### src/rtl/key_event.sv
// key_event: turns a debounced key level into one-clock
// press / release / click / double-click / long-press events.
module key_event #(
  parameter int LONG_TICKS = 20,
  parameter int DCLK_TICKS = 8,
  parameter int CNT_W      = 5
) (
  input  logic clk,
  input  logic rst_n,
  input  logic en,
  input  logic lvl,
  output logic press,
  output logic rls,
  output logic click,
  output logic dclick,
  output logic lpress,
  output logic held
);

  typedef enum logic [2:0] {
    S_IDLE  = 3'd0,
    S_DOWN1 = 3'd1,
    S_UP1   = 3'd2,
    S_DOWN2 = 3'd3,
    S_LONG  = 3'd4
  } state_t;

  // Last count value before a window expires.
  localparam logic [CNT_W-1:0] LONG_LAST =
    CNT_W'(LONG_TICKS - 1);
  localparam logic [CNT_W-1:0] DCLK_LAST =
    CNT_W'(DCLK_TICKS - 1);
  localparam logic [CNT_W-1:0] CNT_ONE =
    CNT_W'(1);

  state_t           state_q, state_d;
  logic [CNT_W-1:0] cnt_q, cnt_d;

  logic press_q,  press_d;
  logic rls_q,    rls_d;
  logic click_q,  click_d;
  logic dclick_q, dclick_d;
  logic lpress_q, lpress_d;
  logic held_q,   held_d;

  // Next state, tick counter and event pulses.
  // A level change always beats a window timeout.
  always_comb begin
    state_d  = state_q;
    cnt_d    = cnt_q;
    press_d  = 1'b0;
    rls_d    = 1'b0;
    click_d  = 1'b0;
    dclick_d = 1'b0;
    lpress_d = 1'b0;
    if (en) begin
      case (state_q)
        S_IDLE: begin
          if (lvl) begin
            state_d = S_DOWN1;
            cnt_d   = '0;
            press_d = 1'b1;
          end
        end
        S_DOWN1: begin
          if (!lvl) begin
            state_d = S_UP1;
            cnt_d   = '0;
            rls_d   = 1'b1;
          end else if (cnt_q == LONG_LAST) begin
            state_d  = S_LONG;
            lpress_d = 1'b1;
          end else begin
            cnt_d = cnt_q + CNT_ONE;
          end
        end
        S_UP1: begin
          if (lvl) begin
            state_d = S_DOWN2;
            cnt_d   = '0;
            press_d = 1'b1;
          end else if (cnt_q == DCLK_LAST) begin
            state_d = S_IDLE;
            click_d = 1'b1;
          end else begin
            cnt_d = cnt_q + CNT_ONE;
          end
        end
        S_DOWN2: begin
          if (!lvl) begin
            state_d  = S_IDLE;
            rls_d    = 1'b1;
            dclick_d = 1'b1;
          end else if (cnt_q == LONG_LAST) begin
            state_d  = S_LONG;
            lpress_d = 1'b1;
          end else begin
            cnt_d = cnt_q + CNT_ONE;
          end
        end
        S_LONG: begin
          if (!lvl) begin
            state_d = S_IDLE;
            rls_d   = 1'b1;
          end
        end
        default: begin
          state_d = S_IDLE;
        end
      endcase
    end
    held_d = (state_d == S_LONG);
  end

  // State, counter and registered outputs; reset wins over en.
  always_ff @(posedge clk) begin
    if (!rst_n) begin
      state_q  <= S_IDLE;
      cnt_q    <= '0;
      press_q  <= 1'b0;
      rls_q    <= 1'b0;
      click_q  <= 1'b0;
      dclick_q <= 1'b0;
      lpress_q <= 1'b0;
      held_q   <= 1'b0;
    end else begin
      state_q  <= state_d;
      cnt_q    <= cnt_d;
      press_q  <= press_d;
      rls_q    <= rls_d;
      click_q  <= click_d;
      dclick_q <= dclick_d;
      lpress_q <= lpress_d;
      held_q   <= held_d;
    end
  end

  assign press  = press_q;
  assign rls    = rls_q;
  assign click  = click_q;
  assign dclick = dclick_q;
  assign lpress = lpress_q;
  assign held   = held_q;

endmodule

### config.mk
export PLATFORM = sky130hd
export DESIGN_NAME = key_event
export DESIGN_NICKNAME = d
export VERILOG_FILES = /design/src/rtl/key_event.sv
export SDC_FILE = /design/constraint.sdc
export NUM_CORES = 1
export LEC_CHECK = 0
export ABC_AREA = 1
export BUFFER_PORTS_ARGS = -buffer_cell sky130_fd_sc_hd__buf_2
export CAP_MARGIN = 5
export CORE_MARGIN = 5
export CORE_UTILIZATION = 49
export CTS_CLUSTER_SIZE = 16
export DETAILED_ROUTE_END_ITERATION = 10
export GPL_ROUTABILITY_DRIVEN = 0
export PLACE_DENSITY = 0.72
export SLEW_MARGIN = 15
export SYNTH_ARGS = -nofsm -noshare
export SYNTH_HDL_FRONTEND = slang
export SYNTH_SLANG_ARGS = --single-unit
### constraint.sdc
create_clock -name clk -period 1.4 [get_ports clk]
set_input_delay 0.28 -clock clk [delete_from_list [all_inputs] [get_ports clk]]
set_output_delay 0.28 -clock clk [all_outputs]
set_load 0.01 [all_outputs]
# [Word-level counts from Yosys, hierarchy flattened]
# Cells that the tools add are included.
[word_totals] register_bits=14 input_bits=4 output_inout_bits=6 elab_cells=53
[classes] n_addsub=1 n_eq_ne=10 n_mux=20 n_bitwise=3 n_reduce_logical=11
[op_table] operator="5-bit two-way mux" n=6
[op_table] operator="3-bit two-way mux" n=8
[op_table] operator="5-bit one-hot mux with 4 select lines" n=1
[op_table] operator="3-bit one-hot mux with 5 select lines" n=1
[op_table] operator="3-bit AND reduction" n=3
[op_table] operator="3-bit by 2-bit == test with 1-bit output, second input constant" n=2
[op_table] operator="3-bit == test, second input constant" n=2
[op_table] operator="5-bit by 1-bit adder with 5-bit output, second input constant" n=1
[op_table] operator="5-bit by 3-bit == test with 1-bit output, second input constant" n=1
[op_table] operator="5-bit == test, second input constant" n=1
[op_table] operator="5-bit AND reduction" n=1
[op_table] operator="1-bit two-way mux" n=4
[op_table] operator="2-bit != test, second input constant" n=2
[op_table] operator="4-bit AND reduction" n=1
[op_table] operator="4-bit nonzero test" n=1
[op_table] operator="2-bit OR reduction" n=2
[op_table] operator="4-bit OR reduction" n=1
[op_table] operator="3-bit by 1-bit == test with 1-bit output, second input constant" n=1
[op_table] operator="3-bit zero test" n=1
[op_table] operator="3-bit != test, second input constant" n=1
[op_table] operator="1-bit NOT" n=3
[op_table] operator="3-bit OR reduction" n=1

# [Depth between registers and ports, before layout]
# Gate-level depths: netlist of run 1.
[depth] depth_word=6 ltp_mapped=10 depth_no_buf=10

# [Least setup slack after synthesis of run 1]
# Ideal clock, no wire load.
[synth_timing] path_type="reg2reg" startpoint="register cnt_q[0]" endpoint="register cnt_q[3]" setup_time_ns=0.110 t_arrival_ns=1.194 required_time_ns=1.290 path_slack_ns=0.096 path_stages_with_launch=11 n_path_buf=0 synth_period_minus_slack_ns=1.304 cell_sequence="dfxtp_1 > ha_1 > nand2_1 > nor2_1 > nand2_1 > nand2_2 > nand2_2 > nand3b_1 > nand2_1 > inv_1 > nor2_1"
[synth_between] elab_chain_len=4 elab_cells_between_ends=11 cone_classes="add/sub: 1; eq/ne: 3; mux: 6; reduce/logical: 1"
[synth_rtl] item="start, declared" line="37" text="logic [CNT_W-1:0] cnt_q, cnt_d;"
[synth_rtl] item="start signal, assigned" line="128" text="cnt_q <= cnt_d;"
[synth_rtl] item="5-bit by 1-bit adder with 5-bit output / 5-bit == test (equally long branches)"
[synth_rtl] item="5-bit two-way mux (on tied branches)" line="70, 94, 82"
[synth_rtl] item="5-bit two-way mux (on tied branches)" line="90, 66, 78"
[synth_rtl] item="5-bit one-hot mux with 4 select lines" line="57" text="case (state_q)"
# Several ways; a longest one is shown, not always the timed one. The select of a mux whose other input is x is not followed.
# A chain may end at the register's enable or synchronous reset.

# [Final worst setup path of run 1]
[layout_timing] startpoint="register cnt_q[1]" endpoint="register held_q (netlist: held)"
[layout_between] elab_chain_len=6 elab_cells_between_ends=10 cone_classes="eq/ne: 3; mux: 7"
[layout_rtl] item="5-bit == test / 5-bit by 3-bit == test with 1-bit output (equally long branches)" line="70, 94, 82"
[layout_rtl] item="3-bit two-way mux (on tied branches)" line="70, 94, 82"
[layout_rtl] item="3-bit two-way mux (on tied branches)" line="90, 66, 78"
[layout_rtl] item="3-bit one-hot mux with 5 select lines (*)" line="57"
[layout_rtl] item="3-bit two-way mux (*)" line="56" text="if (en) begin"
[layout_rtl] item="3-bit == test (*)" line="112" text="held_d = (state_d == S_LONG);"
[layout_rtl] item="end signal, assigned" line="134" text="held_q <= held_d;"
[layout_rtl] item="end, declared" line="44" text="logic held_q, held_d;"
# Every way passes the cells marked *; elsewhere a longest branch is shown, timed or not.

==> flow_summary.json, run 1 <==
{
  "status": "finished, final reports clean",
  "grt_max_degree": 9,
  "ys_warn_count": 0,
  "io_pins": 10,
  "grt.total_usage_pct": 16.2,
  "async_flop_share_pct": 0,
  "routed_wl_mm": 1.90,
  "drt_iter0_drc": 58,
  "place_hpwl_mm": 1.43,
  "clk-insertion-delay-late_ns": 0.29,
  "ys_types": 20,
  "multi_input_area_sq_um": 475,
  "max-cap-violations": 0,
  "period_needed_ns": 1.29,
  "grt_pass1_vias": 743,
  "power.density_mw_per_mm2": 859,
  "tightest_slew_ns": 0.222,
  "gr-total-overflow": 0,
  "antenna_found_initial": 0,
  "clockRootBuffer": "clkbuf_4",
  "clk_pin_slew_ns": 0.09,
  "finalNetCount": 149,
  "skew_ns": 0.00432,
  "rsz0062_at_grt": "no",
  "critPathCaptureType": "flop",
  "die_y_um": 50.0,
  "grt_pass1_wl_mm": 3.12,
  "ctsHoldBuffers": 0,
  "setup_viol": 0,
  "required_ns": 1.63,
  "ys_ff_latch": 14,
  "antennaDiodeCount": 0,
  "worstPathMaxFanout": 4,
  "final_hold_viol_count": 0,
  "synth_top_area_cell": "dfxtp_1",
  "cp.arrival_ns": 1.52,
  "start_kind": "flop",
  "slew_headroom_pct": 85.2,
  "synth_top_area_share_pct": 35.8,
  "drv_slew": 0,
  "synthCells": 125,
  "critPathKind": "flop to flop",
  "vias": 832,
  "synth_edf_count": 0,
  "synth_area_sq_um": 782,
  "clk_path_buf_depth": 2,
  "start_util_pct": 51.9,
  "p_leak_uw": 0.000456,
  "via_per_inst": 5.23,
  "cts_tree": "done",
  "syn-num-nets": 130,
  "io_buffer_count": 9,
  "drive_gt1_share_pct": 27.3,
  "fin_crit_sh_pct": 92.2,
  "fp.dieArea_sq_mm": 0.00250,
  "placed_area_sq_um": 877,
  "cts.sinks": 14,
  "fp.dieW_um": 50.0,
  "synth_flop_cell": "dfxtp_1",
  "seq_area_sq_um": 289,
  "fmax_mhz": 774,
  "design_area_sq_um": 967,
  "dr.pass1.iters": 4,
  "postSynthAreaPerCell_sq_um": 6.26,
  "fillers": 135,
  "numCtsBuffers": 3,
  "finalPower_uw": 831,
  "setup-tns-final_ns": 0,
  "final_cells": 159,
  "core_area_sq_mm": 0.00151,
  "area_growth_pct": 23.7,
  "place_inst": 154,
  "ant_nets": 0,
  "drc": 0,
  "ys_seq_area_share_pct": 35.8,
  "min_path_type": "input pin to flop",
  "synth_top_cells_by_area": "dfxtp_1 36%, nand2_1 18%, nor2_1 12%",
  "post_drt_wl_per_cell_um": 11.9,
  "num_rows": 14,
  "worst_ir_drop_vdd_mv": 0.710,
  "htree_levels": 1
}
final timing paths:
path	cells past startpoint	slack (ns)	end	from
worst max-delay path	8	0.11	held	cnt_q[1]
worst min-delay path	3	0.27	cnt_q[2]	rst_n
worst max register to register	8	0.11	held	cnt_q[1]
worst min register to register	1	0.50	press	state_q[0]
through the flow:
step	hold slack, ns	worst slack [ns]	util, %
floorplan	0.400	0.0961	-
global placement	0.525	0.0843	58.2
detailed placement	0.535	0.0201	58.2
CTS	0.274	0.0121	60.8
global route	0.296	0.00326	64.2
finish	0.275	0.109	64.2
what timing repair did:
action / CTS / global route
resized for setup: 1 / 15
pin swaps: 0 / 4
hold endpoints to repair: 0 / 0
buffers inserted: 0 / 1
gates cloned: 0 / 0
endpoints found under the setup margin: 3 / 6
state kept, by name, summed over array words and instances (netlist names):
name	cells
click	1
cnt_q	5
dclick	1
held	1
lpress	1
press	1
rls	1
state_q	3
kinds of logic (layout without fill, tap and decap cells):
family | Yosys count | count (layout) | synth area share (%)
buffers and inverters | 16 | 34 | 8.16
flip-flops | 14 | 14 | 35.8
AND/OR/NAND/NOR | 82 | 82 | 44.2
adder cells (fa/ha/maj) | 1 | 1 | 1.60
AO/OA/AOI/OAI | 11 | 11 | 9.12
XOR/XNOR | 1 | 1 | 1.12
layout make-up:
class	count	share of cell area, %
Multi-Input combinational cell	95	49.2
Tap cell	16	2.07
Sequential cell	14	29.9
Inverter	15	5.82
Timing Repair Buffer	15	9.31
Clock buffer	4	3.75
layer usage:
layer	part of all wire (%)	wire (um)	track usage, %
met1	45	848	20.3
met2	47	889	25.2
met3	6.8	129	3.61
met4	1.6	31	8.73
met5	0	0	0
cell usage in the layout (no fill, tap or decap), drive strengths merged:
cell / n
buf: 15
dfxtp: 14
a21oi: 7
xor2: 1
nor2: 25
nor3: 4
nand3b: 1
inv: 15
nand4: 1
nor3b: 1
ha: 1
a211oi: 1
clkbuf: 4
nand3: 10
o21ai: 2
o211ai: 1
nand2: 40
cells in the mapped netlist (2+ instances only):
cell type,number
a21oi_1,6
dfxtp_1,14
inv_1,14
nand2_1,37
nand2_2,3
nand3_1,10
nor2_1,24
nor3_1,4
o21ai_0,2
report_power, final:
group          switching, uW  internal [uW]
logic                   74.3           39.6
registers               11.5            408
clock network            139            158
total                    225            606
worst max-delay path: stages, from the launching register on:
cell and delay [ns]:
dfxtp_2 0.36, ha_4 0.14, buf_4 0.12, nand4_1 0.17
nand2_1 0.10, nand3_1 0.08, nand2_1 0.11, nand2_1 0.06
nor2_1 0.09
Note: power is estimated with default switching activity, not from simulation.
==> inputs of run 2 (changes only) <==
Settings changed: CORE_UTILIZATION 49 to 52, CTS_BUF_LIST set to sky130_fd_sc_hd__clkbuf_4, PLACE_DENSITY 0.72 to 0.76.
==> run 2 against run 1 <==
  * Critical path depth stayed put
  * Global-route usage fell by 0.84 points
  * Clock power decreased by 21%
  * Total power fell by 7.7%
  * Critical endpoint is now cnt_q[1]
==> flow_summary.json, run 2 (synthesis gave the netlist of run 1 again) <==
{
  "status": "finished, final reports clean",
  "met3_usage_pct": 3.98,
  "setup-tns-final_ns": 0,
  "fp.dieW_um": 48.8,
  "grt_max_degree": 9,
  "drv_slew": 0,
  "dr.pass1.iters": 5,
  "worstPathMaxFanout": 5,
  "start_kind": "flop",
  "clk_path_buf_depth": 2,
  "final_hold_viol_count": 0,
  "required_ns": 1.61,
  "netSwitchingFraction_pct": 28.3,
  "p_comb_share_pct": 14.8,
  "clk-insertion-delay-late_ns": 0.28,
  "cp_top_family": "simple AND/OR/NAND/NOR gates",
  "critPathCaptureType": "flop",
  "final_cells": 159,
  "routed_wl_mm": 1.91,
  "htree_levels": 1,
  "cts.sinks": 14,
  "min_path_type": "input pin to flop",
  "layout_common_cells": "37 x nand2_1, 23 x nor2_1, 14 x inv_1",
  "via_per_inst": 5.46,
  "setup_viol": 0,
  "placed_area_sq_um": 877,
  "period_needed_ns": 1.33,
  "drc": 0,
  "fin_crit_sh_pct": 94.9,
  "drive_gt1_share_pct": 22.4,
  "slew_headroom_pct": 85.7,
  "antenna_found_initial": 0,
  "crit_path_frequent_cell": "nand2_1",
  "area_growth_pct": 20.3,
  "cellInternalPower_uw": 549,
  "clockRootBuffer": "clkbuf_4",
  "globalRouteMet2Util_pct": 23.9,
  "worstPathBufferInverterCount": 0,
  "skew_ns": 0.00727,
  "place_hpwl_mm": 1.33,
  "worst_ir_drop_vdd_mv": 0.498,
  "critPathKind": "flop to flop",
  "max_stage_delay_ns": 0.35,
  "max-cap-violations": 0,
  "place_inst": 154,
  "regMostFlops": "cnt_q",
  "grt.total_usage_pct": 15.3,
  "grt_pass1_wl_mm": 2.97,
  "finalWorstSetupSlack_ns": 0.0708,
  "cp.arrival_ns": 1.54,
  "vias": 868,
  "ant_nets": 0,
  "io_pins": 10,
  "fp.dieArea_sq_mm": 0.00238,
  "power.density_mw_per_mm2": 814,
  "fillers": 135,
  "cp_slowest_cell": "dfxtp_2",
  "post_drt_wl_per_cell_um": 12.0,
  "clk_pin_slew_ns": 0.09,
  "antennaDiodeCount": 0,
  "fmax_mhz": 752,
  "grt_pass1_vias": 705,
  "p_leak_uw": 0.000448,
  "pwr-share-clk_pct": 30.6,
  "io_buffer_count": 9,
  "crit_chain": "ha_4, nand2_1, nor2_1, nand2_1, nand2_2, a21oi_4, nand2_1, a21oi_2",
  "tightest_slew_ns": 0.214,
  "cts_tree": "done",
  "grtUsageMet1_pct": 19.8,
  "top_regs": "cnt_q: 5 flops, state_q: 3 flops",
  "die_y_um": 48.8,
  "power.switching_uw": 217,
  "pre_cts_slack_ns": 0.0361,
  "rsz0062_at_grt": "yes",
  "num_rows": 14,
  "power_frac_seq_pct": 54.6,
  "finalNetCount": 149,
  "design_area_sq_um": 941,
  "grt_most_used_layer": "met2",
  "largest_register_ffs": 5,
  "numCtsBuffers": 3,
  "core_area_sq_mm": 0.00147,
  "drt_iter0_drc": 54,
  "final_common_cell": "nand2_1",
  "start_util_pct": 53.1,
  "gr-total-overflow": 0
}
[run 2: path summary, 6_finish.rpt]
check / from / endpoint / slack, ns / cells after the start
max reg2reg: cnt_q[0] / cnt_q[1] / 0.07 / 8
max: cnt_q[0] / cnt_q[1] / 0.07 / 8
min: rst_n / cnt_q[2] / 0.29 / 3
min reg2reg: state_q[0] / press / 0.51 / 1
[run 2: power by group through the flow]
stage / combinational [uW] / sequential (uW) / clock, uW
global placement: 105 / 426 / 0
global route: 126 / 420 / 279
detailed placement: 106 / 426 / 0
floorplan: 74.5 / 424 / 0
finish: 113 / 419 / 234
CTS: 107 / 417 / 242
[run 2: final cells by class]
class                   instances  area [sq um]  share of cell area, %
clock inverters                 1          3.75                  0.399
inverters                      15          56.3                   5.98
well taps                      16          20.0                   2.13
flip-flops and latches         14           287                   30.5
repair buffers                 15          90.1                   9.57
multi-input cells              95           462                   49.1
clock buffers                   3          22.5                   2.39
[run 2: worst reg2reg max path: stages, from the launching register on]
cell and delay (ns):
dfxtp_2 0.35, ha_4 0.17, nand2_1 0.11, nor2_1 0.05, nand2_1 0.09, nand2_2 0.10, a21oi_4 0.18, nand2_1 0.09
a21oi_2 0.13
[run 2: metal layers]
layer / vias up / wire length (um)
li1: 428 / -
met1: 365 / 754
met2: 63 / 876
met3: 12 / 214
met4: 0 / 66
met5: - / 0
[run 2: through the flow]
stage	total power, uW	hold WS, ns	utilization, %
6_report	766	0.288	63.9
5_1_grt	824	0.284	63.9
4_1_cts	766	0.287	61.4
3_5_place_dp	533	0.530	59.6
3_3_place_gp	531	0.523	59.6
2_1_floorplan	499	0.400	-
[run 2: repair_timing]
item                                    in CTS  in global routing
gates resized for setup                      0                 10
hold endpoints to repair                     0                  0
hold buffers                                 0                  0
endpoints found under the setup margin       0                  6
setup buffers                                0                  1
==> inputs of run 3 (changes only) <==
Settings changed: SETUP_SLACK_MARGIN set to 0.5.
==> run 3 against run 2 <==
  * Global-route usage grew 1.8 points
  * Sequential share of layout area down 3.5 points
  * Non-clock buffer count rose by 7
  * Via count rose by 13%
  * Clock skew down 0.0027 ns
  * Total power is 4.9% higher
  * Register-to-register slack about the same
  * First-iteration DRC count increased by 15%
  * Critical endpoint is now cnt_q[2]
  * Largest power group unchanged
  * Highest routed layer unchanged
==> flow_summary.json, run 3 (synthesis gave the netlist of run 1 again) <==
{
  "power.density_mw_per_mm2": 727,
  "antennaDiodeCount": 0,
  "io_pins": 10,
  "critPathCaptureType": "flop",
  "layout_common_cells": "31 x nand2_1, 17 x nor2_1, 13 x inv_1",
  "fp.dieW_um": 48.8,
  "finalPower_uw": 804,
  "fmax_mhz": 756,
  "ant_nets": 0,
  "setup-tns-final_ns": 0,
  "drv_slew": 0,
  "area_growth_pct": 41.4,
  "numCtsBuffers": 3,
  "critPathKind": "flop to flop",
  "hold_start": "rst_n",
  "setup_viol": 0,
  "core_area_sq_mm": 0.00147,
  "num_rows": 14,
  "p_leak_uw": 0.000516,
  "crit_chain": "ha_4, nand3_1, nand2_1, nand2_2, nand2_1, nand2_1, nand2_1, nor2_1",
  "startpoint": "cnt_q[1]",
  "final_cells": 166,
  "required_ns": 1.59,
  "worstPathMaxFanout": 4,
  "slew_headroom_pct": 81.5,
  "max-cap-violations": 0,
  "clk-insertion-delay-late_ns": 0.29,
  "gr-total-overflow": 0,
  "period_needed_ns": 1.32,
  "clockRootBuffer": "clkbuf_4",
  "whs_ns": 0.285,
  "drc": 0,
  "finalNetCount": 156,
  "grt_pass1_wl_mm": 3.22,
  "place_hpwl_mm": 1.39,
  "dr.pass1.iters": 4,
  "cp_slowest_cell": "dfxtp_4",
  "max_stage_delay_ns": 0.37,
  "top_regs": "cnt_q: 5 flops, state_q: 3 flops",
  "cts.sinks": 14,
  "min_path_type": "input pin to flop",
  "seq_area_sq_um": 298,
  "antenna_found_initial": 0,
  "via_per_inst": 5.89,
  "cp_top_family": "simple AND/OR/NAND/NOR gates",
  "fp.dieArea_sq_mm": 0.00238,
  "crit_path_frequent_cell": "nand2_1",
  "fillers": 110,
  "vias": 977,
  "cp.arrival_ns": 1.52,
  "drive_gt1_share_pct": 40.0,
  "skew_ns": 0.00460,
  "regMostFlops": "cnt_q",
  "rsz0062_at_grt": "yes",
  "start_kind": "flop",
  "final_hold_viol_count": 0,
  "post_drt_wl_per_cell_um": 15.2,
  "drt_iter0_drc": 62,
  "worstPathBufferInverterCount": 0,
  "start_util_pct": 53.1,
  "io_buffer_count": 9,
  "clk_path_buf_depth": 2,
  "routed_wl_mm": 2.53,
  "multi_input_area_sq_um": 546,
  "die_y_um": 48.8,
  "grt.total_usage_pct": 17.1,
  "grt_pass1_vias": 767,
  "grt_max_degree": 9,
  "clk_pin_slew_ns": 0.09,
  "largest_register_ffs": 5,
  "status": "finished, final reports clean",
  "worst_ir_drop_vdd_mv": 0.576,
  "r2r_start": "cnt_q[1]",
  "tightest_slew_ns": 0.275,
  "fin_crit_sh_pct": 94.5,
  "cts_tree": "done",
  "place_inst": 152,
  "final_common_cell": "nand2_1",
  "htree_levels": 1
}
[run 3: cell types whose count changed in the layout (fill, tap and decap cells not counted), sizes merged]
| cell | before | now |
|---|---|---|
| buf | 15 | 22 |
[run 3: layout make-up]
type,instances,share of cell area (%)
well taps,16,1.81
repair buffers,22,14.5
flip-flops and latches,14,26.9
multi-input cells,95,49.3
clock buffers,3,2.04
clock inverters,1,0.339
inverters,15,5.09
[run 3: per-layer routing]
metal  track usage, %  vias up  wire length (um)
li1                 -      452                 -
met1             20.9      448               966
met5                0        -                 0
met4             10.8        0                87
met3             4.89       11               239
met2             26.1       66              1240
[run 3: power breakdown]
| group | switching [uW] | leakage [uW] | internal, uW |
|---|---|---|---|
| registers | 15.5 | 0.000118 | 403 |
| clock network | 143 | 0.0000154 | 104 |
| logic | 90.5 | 0.000383 | 48.5 |
| total | 249 | 0.000516 | 555 |
[run 3: path summary, 6_finish.rpt]
path,end,slack [ns],cells past startpoint
max reg2reg,cnt_q[2],0.08,8
max,cnt_q[2],0.08,8
min,cnt_q[2],0.29,3
min reg2reg,cnt_q[4],0.52,2
[run 3: timing repair]
action                     in CTS  in global routing
cloned                          0                  0
pin swaps                       5                 11
setup endpoints to repair      18                 18
hold buffers                    0                  0
hold endpoints to repair        0                  0
resized for setup              10                 29
buffers inserted                6                  4
[run 3: stage by stage]
step / setup slack [ns] / util (%) / cell area, sq um
floorplan: 0.223 / - / 802
global placement: 0.106 / 59.9 / 882
detailed placement: 0.0633 / 59.9 / 882
CTS: 0.0721 / 66.4 / 977
global route: -0.120 / 75.2 / 1110
finish: 0.0767 / 75.2 / 1110
[run 3: worst min-delay path, delay by kind of cell]
kind / cells / cell delay (ns)
simple gates: 2 / 0.11
buf+inv: 1 / 0.15
